==> src/rtl/mem_arbiter.sv <==
// Shares one synchronous-read memory port between instruction fetch and load/store, one access at a time.
// Latency MEM_LATENCY+1 from grant to valid pulse; requesters hold req until valid. Optional MEM_ARB_RR_EN.
module mem_arbiter #(
    parameter int ADDR_WIDTH  = 64,
    parameter int DATA_WIDTH  = 64,
    parameter int MEM_LATENCY = 2
) (
    input  logic                    clk,
    input  logic                    rstn,
    input  logic                    if_req,
    input  logic [ADDR_WIDTH-1:0]   if_addr,
    output logic [DATA_WIDTH-1:0]   if_rdata,
    output logic                    if_valid,
    input  logic                    d_req,
    input  logic                    d_we,
    input  logic [ADDR_WIDTH-1:0]   d_addr,
    input  logic [DATA_WIDTH-1:0]   d_wdata,
    input  logic [DATA_WIDTH/8-1:0] d_wmask,
    output logic [DATA_WIDTH-1:0]   d_rdata,
    output logic                    d_valid,
    output logic                    mem_en,
    output logic                    mem_we,
    output logic [ADDR_WIDTH-1:0]   mem_addr,
    output logic [DATA_WIDTH-1:0]   mem_wdata,
    output logic [DATA_WIDTH/8-1:0] mem_wmask,
    input  logic [DATA_WIDTH-1:0]   mem_rdata,
    output logic                    busy
);
    localparam int MW = DATA_WIDTH / 8;

    typedef enum logic [1:0] {IDLE, BUSY, RESP} state_t;

    state_t                state_q, state_d;
    logic [3:0]            cnt_q, cnt_d;
    logic                  owner_q, owner_d;
    logic                  we_q, we_d;
    logic [ADDR_WIDTH-1:0] addr_q, addr_d;
    logic [DATA_WIDTH-1:0] wdata_q, wdata_d;
    logic [MW-1:0]         wmask_q, wmask_d;
    logic [DATA_WIDTH-1:0] if_rdata_q, if_rdata_d;
    logic [DATA_WIDTH-1:0] d_rdata_q, d_rdata_d;
    logic                  sel_data;

    // owner encoding: 1 = data port, 0 = fetch port
`ifdef MEM_ARB_RR_EN
    logic last_q, last_d;

    assign sel_data = (if_req && d_req) ? ~last_q : d_req;
    assign last_d   = (state_q == IDLE && (if_req || d_req)) ? sel_data : last_q;

    always_ff @(posedge clk or negedge rstn) begin
        if (!rstn) last_q <= 1'b1;
        else       last_q <= last_d;
    end
`else
    assign sel_data = d_req;
`endif

    always_comb begin
        state_d    = state_q;
        cnt_d      = cnt_q;
        owner_d    = owner_q;
        we_d       = we_q;
        addr_d     = addr_q;
        wdata_d    = wdata_q;
        wmask_d    = wmask_q;
        if_rdata_d = if_rdata_q;
        d_rdata_d  = d_rdata_q;
        case (state_q)
            IDLE: begin
                if (if_req || d_req) begin
                    owner_d = sel_data;
                    cnt_d   = 4'(MEM_LATENCY - 1);
                    state_d = BUSY;
                    if (sel_data) begin
                        we_d    = d_we;
                        addr_d  = d_addr;
                        wdata_d = d_wdata;
                        wmask_d = d_wmask;
                    end else begin
                        we_d    = 1'b0;
                        addr_d  = if_addr;
                        wdata_d = '0;
                        wmask_d = '0;
                    end
                end
            end
            BUSY: begin
                if (cnt_q == 4'd0) begin
                    state_d = RESP;
                    if (!we_q) begin
                        if (owner_q) d_rdata_d  = mem_rdata;
                        else         if_rdata_d = mem_rdata;
                    end
                end else begin
                    cnt_d = cnt_q - 4'd1;
                end
            end
            RESP:    state_d = IDLE;
            default: state_d = IDLE;
        endcase
    end

    always_ff @(posedge clk or negedge rstn) begin
        if (!rstn) begin
            state_q    <= IDLE;
            cnt_q      <= '0;
            owner_q    <= 1'b0;
            we_q       <= 1'b0;
            addr_q     <= '0;
            wdata_q    <= '0;
            wmask_q    <= '0;
            if_rdata_q <= '0;
            d_rdata_q  <= '0;
        end else begin
            state_q    <= state_d;
            cnt_q      <= cnt_d;
            owner_q    <= owner_d;
            we_q       <= we_d;
            addr_q     <= addr_d;
            wdata_q    <= wdata_d;
            wmask_q    <= wmask_d;
            if_rdata_q <= if_rdata_d;
            d_rdata_q  <= d_rdata_d;
        end
    end

    // payload outputs hold their last values; only the strobes are gated by state
    assign mem_en    = (state_q == BUSY);
    assign mem_we    = (state_q == BUSY) && we_q;
    assign mem_addr  = addr_q;
    assign mem_wdata = wdata_q;
    assign mem_wmask = wmask_q;
    assign if_valid  = (state_q == RESP) && !owner_q;
    assign d_valid   = (state_q == RESP) && owner_q;
    assign if_rdata  = if_rdata_q;
    assign d_rdata   = d_rdata_q;
    assign busy      = (state_q != IDLE);

endmodule

==> config.mk <==
export PLATFORM = sky130hd
export DESIGN_NAME = mem_arbiter
export DESIGN_NICKNAME = d
export VERILOG_FILES = /design/src/rtl/mem_arbiter.sv
export SDC_FILE = /design/constraint.sdc
export NUM_CORES = 1
export LEC_CHECK = 0
export ABC_AREA = 1
export CORE_AREA = 2 2 209 211
export DETAILED_ROUTE_END_ITERATION = 10
export DIE_AREA = 0 0 211 213
export DONT_BUFFER_PORTS = 1
export GPL_TIMING_DRIVEN = 0
export SLEW_MARGIN = 20
export SYNTH_ARGS = -nofsm -noshare
export SYNTH_HDL_FRONTEND = slang
export SYNTH_SLANG_ARGS = --single-unit
==> constraint.sdc <==
create_clock -name clk -period 2.3 [get_ports clk]
set_clock_uncertainty 0.15 [all_clocks]
set_input_delay 0.345 -clock clk [delete_from_list [all_inputs] [get_ports clk]]
set_output_delay 0.345 -clock clk [all_outputs]
set_load 0.005 [all_outputs]
==> results of run 1 <==
==> area by class of cell <==
cell class / instances / area [um2] / share of cell area
multi-input cells: 894 / 3760 / 0.240
clock inverters: 12 / 156 / 0.00998
well taps: 546 / 683 / 0.0436
diodes: 6 / 15.0 / 0.000958
flip-flops and latches: 272 / 6810 / 0.435
plain buffers: 84 / 400 / 0.0256
clock buffers: 43 / 900 / 0.0574
repair buffers: 267 / 2670 / 0.170
inverters: 73 / 275 / 0.0176
==> per-layer routing <==
layer,global-route usage,wire length [um],up-vias,part of all wire
li1,-,-,4769,-
met3,0.0575,3940,123,0.092
met4,0.0877,2090,0,0.049
met5,0,0,-,0
met1,0.199,15700,5094,0.37
met2,0.315,21000,575,0.49
==> critical path, delay by kind of cell (launching register included) <==
family	cells	cell delay (ns)
AND/OR/NAND/NOR	5	0.94
adder cells (fa/ha/maj)	1	0.16
buffers and inverters	2	0.48
flip-flops	1	0.38
==> power breakdown <==
group	switching [W]	internal [W]	leakage (nW)	total, W
clock network	0.00203	0.00305	0.522	0.00508
registers	0.00235	0.00713	3.34	0.00949
logic	0.00363	0.00199	3.95	0.00563
total	0.00801	0.0122	7.81	0.0202
==> path summary, 6_finish.rpt <==
path | to | slack, ns | cells past startpoint
max in group asynchronous | mem_addr[53] | 2.34 | 0
min | d_rdata[24] | -0.68 | 0
min reg2reg | if_rdata[19] | 0.35 | 2
max reg2reg | d_rdata[15] | 0.08 | 8
max | d_rdata[15] | 0.08 | 8
min in group clk | mem_addr[51] | 0.14 | 3
==> per-stage QoR <==
| step | instance area (um2) | hold WS, ns | power (W) |
|---|---|---|---|
| finish | 15700 | -0.684 | 0.0202 |
| CTS | 15600 | -0.708 | 0.0203 |
| floorplan | 11200 | -0.101 | 0.0123 |
| detailed placement | 11900 | -0.0953 | 0.0146 |
| global route | 15700 | -0.720 | 0.0216 |
| global placement | 11900 | -0.0955 | 0.0144 |
==> Yosys cell counts <==
cell and n:
nand3_2 1, buf_4 1, o21ai_1 25, inv_1 70
nor3_1 2, ha_1 2, buf_2 25, o21ai_0 109
xor2_1 1, nor3_4 1, nand2_1 601, inv_2 2
nand4_1 1, nand3_1 139, dfrtp_1 272, clkbuf_1 46
o21ai_2 1, nand2_2 1, clkinv_2 1, nor2_1 9
buf_1 6, buf_6 6, nor2_2 1
==> kinds of logic after synthesis <==
kind of cell             Yosys count  synth area share
buffers and inverters            157            0.0597
AND/OR/NAND/NOR                  756             0.271
XOR/XNOR                           1          0.000780
flip-flops                       272             0.606
adder cells (fa/ha/maj)            2           0.00223
AO/OA/AOI/OAI                    135            0.0605
==> state kept, by name, summed over array words and instances (netlist names) <==
name,count
mem_addr,64
d_rdata,64
owner_q,1
if_rdata,64
we_q,1
mem_wmask,8
state_q,2
mem_wdata,64
cnt_q,4
==> repair_timing <==
item / in CTS / in global routing
setup buffers: 2 / 0
cloned: 0 / 0
pin swaps: 1 / 0
endpoints found under the setup margin: 85 / 100
hold endpoints to repair: 537 / 272
resized for setup: 2 / 6
==> impl_metrics.csv, run 1 <==
group,metric,value,unit
global_route,grt.overflow.total,0,
worst_setup_path,critical-path-max-stage-delay,0.38,ns
clock_network,cts_buffers,30,
timing,tightest_slew,0.742,ns
pwr,p_leak,7.81,nW
timing,hold_violations,272,
worst_setup_path,slowest_stage,"dfrtp_1",
die,ioPinCount,538,
timing,setup_viol,0,
layout,mostFrequentLayoutCells,"nand2_1 (601), dfrtp_1 (272), dlygate4sd3_1 (265), nand3_1 (139), o21ai_0 (109)",
global_route,grt_max_degree,273,
die,core_area,42700,um2
pwr,cellPowerDensity,1290,nW/um2
clock_network,clock-root-buffer,"clkbuf_16",
synthesis,syn_avg_cell_area,8.49,um2
placement,finalWeightedCongestion,0.908,
worst_setup_path,cp_max_fo,10,
timing,max_freq,451,MHz
layout,final_common_cell,"nand2_1",
placement,dp.cells,1869,
job,cap_violations,0,
timing,fin_tns_setup,0,ns
layout,drive_above_1_share,0.0602,
layout,layoutNonFillerInstCount,2197,
placement,port_buffers,0,
layout,nNetsFinal,1893,
detailed_routing,wl_per_cell,19.5,um
detailed_routing,dr.pass1.iters,5,
detailed_routing,postRouteAntennaNets,0,
synthesis,yosys_register_bits,272,
synthesis,synth_cells,1323,
detailed_routing,drt_iter0_markers,826,
worst_setup_path,startpoint,"cnt_q[0]",
die,die_w,211,um
worst_setup_path,cp-end-kind,"register",
synthesis,synth_top_area_frac,0.606,
synthesis,ys_top_cells_by_area,"dfrtp_1 (61%), nand2_1 (20%), nand3_1 (6.2%), o21ai_0 (4.9%), inv_1 (2.3%)",
placement,dpl.hpwl,29600,um
clock_network,postCtsHoldBufs,265,
detailed_routing,via_per_inst,4.81,
clock_network,clk_latency,0.57,ns
clock_network,max-clock-path-buffers,3,
worst_setup_path,regToRegStartpoint,"cnt_q[0]",
layout,area_growth,39.5,%
timing,fin_ws,0.0821,ns
layout,fin_util,0.367,
synthesis,syn_nets,1594,
clock_network,htreeDepth,1,
worst_setup_path,worstPathRequired,2.61,ns
die,die_area,44900,um2
run_status,status,"finished, violations left",
synthesis,yosysTopAreaCell,"dfrtp_1",
timing,relSlewSlack,0.502,
global_route,antenna_found_initial,5,
synthesis,yosysWarnings,0,
worst_setup_path,cp_cell_sequence,"inv_1 -> ha_1 -> nand2_1 -> nor2_2 -> nand3_2 -> clkbuf_1 -> nand2_1 -> nand2_1",
die,rows,76,
timing,finalCritPeriodShare,0.964,
pwr,peakVddDrop,0.896,mV
layout,fillCellCount,4107,
die,die_h,213,um
worst_setup_path,cp-start-kind,"register",
detailed_routing,drt_wl_total,42800,um
global_route,grt_pass1_wl,63200,um
clock_network,cts_sinks,272,
hold_path,hold_class,"in -> async",
timing,final.min_clock_period,2.22,ns
synthesis,synth.distinct_cells,23,
run_status,violations,"hold timing",
detailed_routing,drc_errors,0,
detailed_routing,num_vias,10600,
worst_setup_path,cp.arrival,2.52,ns
synthesis,seq_area_frac_synth,0.606,
global_route,grt_usage,0.181,
timing,grt_setup_unrepaired,"true",
timing,slew_violations,0,
synthesis,synth.cell_area,11200,um2
placement,pre_cts_slack,-0.0900,ns
worst_setup_path,critical_path_class,"reg -> reg",
die,initial_core_util,0.263,
clock_network,cts_tree,"built",
global_route,grt_pass1_vias,10900,
clock_network,cts.clk_slew.worst_paths,0.06,ns
worst_setup_path,critPathMostFrequentCell,"nand2_1",
timing,hold_slack,-0.684,ns
Note: power is estimated with default switching activity, not from simulation.
==> run 2, diff against run 1 <==
--- a/config.mk
+++ b/config.mk
@@ -11,6 +11,7 @@
 export DIE_AREA = 0 0 211 213
 export DONT_BUFFER_PORTS = 1
 export GPL_TIMING_DRIVEN = 0
+export HOLD_SLACK_MARGIN = 0.15
 export SLEW_MARGIN = 20
 export SYNTH_ARGS = -nofsm -noshare
 export SYNTH_HDL_FRONTEND = slang
==> run 2 against run 1 <==
Against the previous run: the run still ends with hold timing left; utilization up 0.079 points; cell count up 0.14%; cell area up 0.22%; sequential share of layout area down 0.094 points; total power about the same; register-to-register slack about the same; critical path depth unchanged; sequential power about the same; count of clock-buffer cells in the layout unchanged; fmax about the same.
==> impl_metrics.csv, run 2 (synthesized netlist as in run 1, its figures left out) <==
group,metric,value,unit
run_status,status,"finished, violations left",
run_status,violations,"hold timing",
placement,finalWeightedCongestion,0.908,
worst_setup_path,critical_path_class,"reg -> reg",
clock_network,clk_latency,0.57,ns
detailed_routing,num_vias,10600,
global_route,grt.overflow.total,0,
detailed_routing,postRouteAntennaNets,0,
global_route,antenna_found_initial,5,
layout,mostFrequentLayoutCells,"nand2_1 (601), dfrtp_1 (272), dlygate4sd3_1 (268), nand3_1 (139), o21ai_0 (109)",
placement,port_buffers,0,
job,cap_violations,0,
worst_setup_path,cp.arrival,2.52,ns
die,die_w,211,um
global_route,grt_max_degree,273,
die,rows,76,
die,initial_core_util,0.263,
layout,final_common_cell,"nand2_1",
worst_setup_path,cp_max_fo,10,
detailed_routing,dr.pass1.iters,7,
timing,fin_ws,0.0813,ns
layout,fin_util,0.368,
timing,tightest_slew,0.742,ns
placement,pre_cts_slack,-0.0900,ns
detailed_routing,via_per_inst,4.82,
clock_network,postCtsHoldBufs,268,
pwr,p_leak,7.83,nW
clock_network,cts_buffers,30,
clock_network,cts_sinks,272,
timing,slew_violations,0,
timing,max_freq,451,MHz
clock_network,clock-root-buffer,"clkbuf_16",
pwr,peakVddDrop,0.899,mV
worst_setup_path,r2r.worst_path.cells,8,
layout,fillCellCount,4100,
pwr,cellPowerDensity,1290,nW/um2
global_route,grt_pass1_wl,63000,um
timing,hold_violations,272,
detailed_routing,drt_iter0_markers,860,
hold_path,hold_class,"in -> async",
clock_network,cts_tree,"built",
detailed_routing,drt_wl_total,42700,um
global_route,grt_usage,0.180,
detailed_routing,wl_per_cell,19.4,um
clock_network,cts.clk_slew.worst_paths,0.06,ns
timing,finalCritPeriodShare,0.965,
worst_setup_path,cp-start-kind,"register",
placement,dpl.hpwl,29600,um
global_route,grt_pass1_vias,10800,
worst_setup_path,critical-path-max-stage-delay,0.37,ns
die,ioPinCount,538,
layout,multi_input_area,3760,um2
layout,seqCellArea,6810,um2
clock_network,htreeDepth,1,
worst_setup_path,cp-end-kind,"register",
layout,area_growth,39.8,%
layout,drive_above_1_share,0.0619,
clock_network,max-clock-path-buffers,3,
worst_setup_path,critPathMostFrequentCell,"nand2_1",
timing,setup_viol,0,
timing,final.min_clock_period,2.22,ns
die,die_area,44900,um2
worst_setup_path,worstPathRequired,2.61,ns
worst_setup_path,slowest_stage,"dfrtp_1",
die,die_h,213,um
timing,grt_setup_unrepaired,"true",
layout,nNetsFinal,1896,
die,core_area,42700,um2
timing,hold_slack,-0.685,ns
timing,relSlewSlack,0.502,
detailed_routing,drc_errors,0,
worst_setup_path,cp_cell_sequence,"inv_1 -> ha_1 -> nand2_1 -> nor2_2 -> nand3_2 -> clkbuf_1 -> nand2_1 -> nand2_1",
-- run 2: cell types whose count changed in the layout (fill, tap and decap cells not counted) --
cell	previous run	this run
clkbuf_1	45	42
clkbuf_2	4	7
dlygate4sd3_1	265	268
-- run 2: final timing paths --
kind	startpoint	slack (ns)	end
min in group clk	mem_rdata[61]	0.31	d_rdata[61]
max in group asynchronous	rstn	2.31	mem_addr[62]
max reg2reg	cnt_q[0]	0.08	d_rdata[15]
min reg2reg	if_rdata[19]	0.35	if_rdata[19]
max	cnt_q[0]	0.08	d_rdata[15]
min	rstn	-0.69	d_rdata[24]
-- run 2: timing repair --
item	in CTS	in global routing
pin swaps	1	0
gates resized for setup	2	12
setup buffers	2	0
setup endpoints to repair	85	121
gates cloned	0	0
hold endpoints to repair	537	272
-- run 2: worst max-delay path, delay by kind of cell, from the launching register on --
family / cells / cell delay (ns)
simple gates: 5 / 0.93
buf+inv: 2 / 0.48
flops: 1 / 0.37
fa+ha+maj: 1 / 0.16
-- run 2: where the power goes --
group | internal [W] | switching [W]
Combinational | 0.00201 | 0.00363
Clock | 0.00305 | 0.00203
Sequential | 0.00713 | 0.00235
Total | 0.0122 | 0.00801
-- run 2: through the flow --
stage	instance area, um2	TNS [ns]	std cells	hold slack [ns]	power [W]
detailed placement	11900	-5.55	1869	-0.0953	0.0146
floorplan	11200	0	1323	-0.101	0.0123
global placement	11900	-50.32	1869	-0.0955	0.0144
global route	15700	-5.63	2199	-0.720	0.0216
finish	15700	0	2200	-0.685	0.0202
CTS	15700	0	2194	-0.708	0.0203
-- run 2: area by class of cell --
class	instances	area share
flip-flops and latches	272	0.434
well taps	546	0.0435
diodes	6	0.000956
clock inverters	12	0.00996
inverters	73	0.0175
plain buffers	84	0.0257
repair buffers	270	0.172
clock buffers	43	0.0573
multi-input cells	894	0.240
-- run 2: metal layers --
metal	GRT usage	share of wire	vias up	wire, um
met2	0.314	0.49	614	20900
met3	0.0569	0.095	124	4070
met5	0	0	-	0
met1	0.200	0.37	5087	15700
met4	0.0860	0.049	0	2110
li1	-	-	4772	-
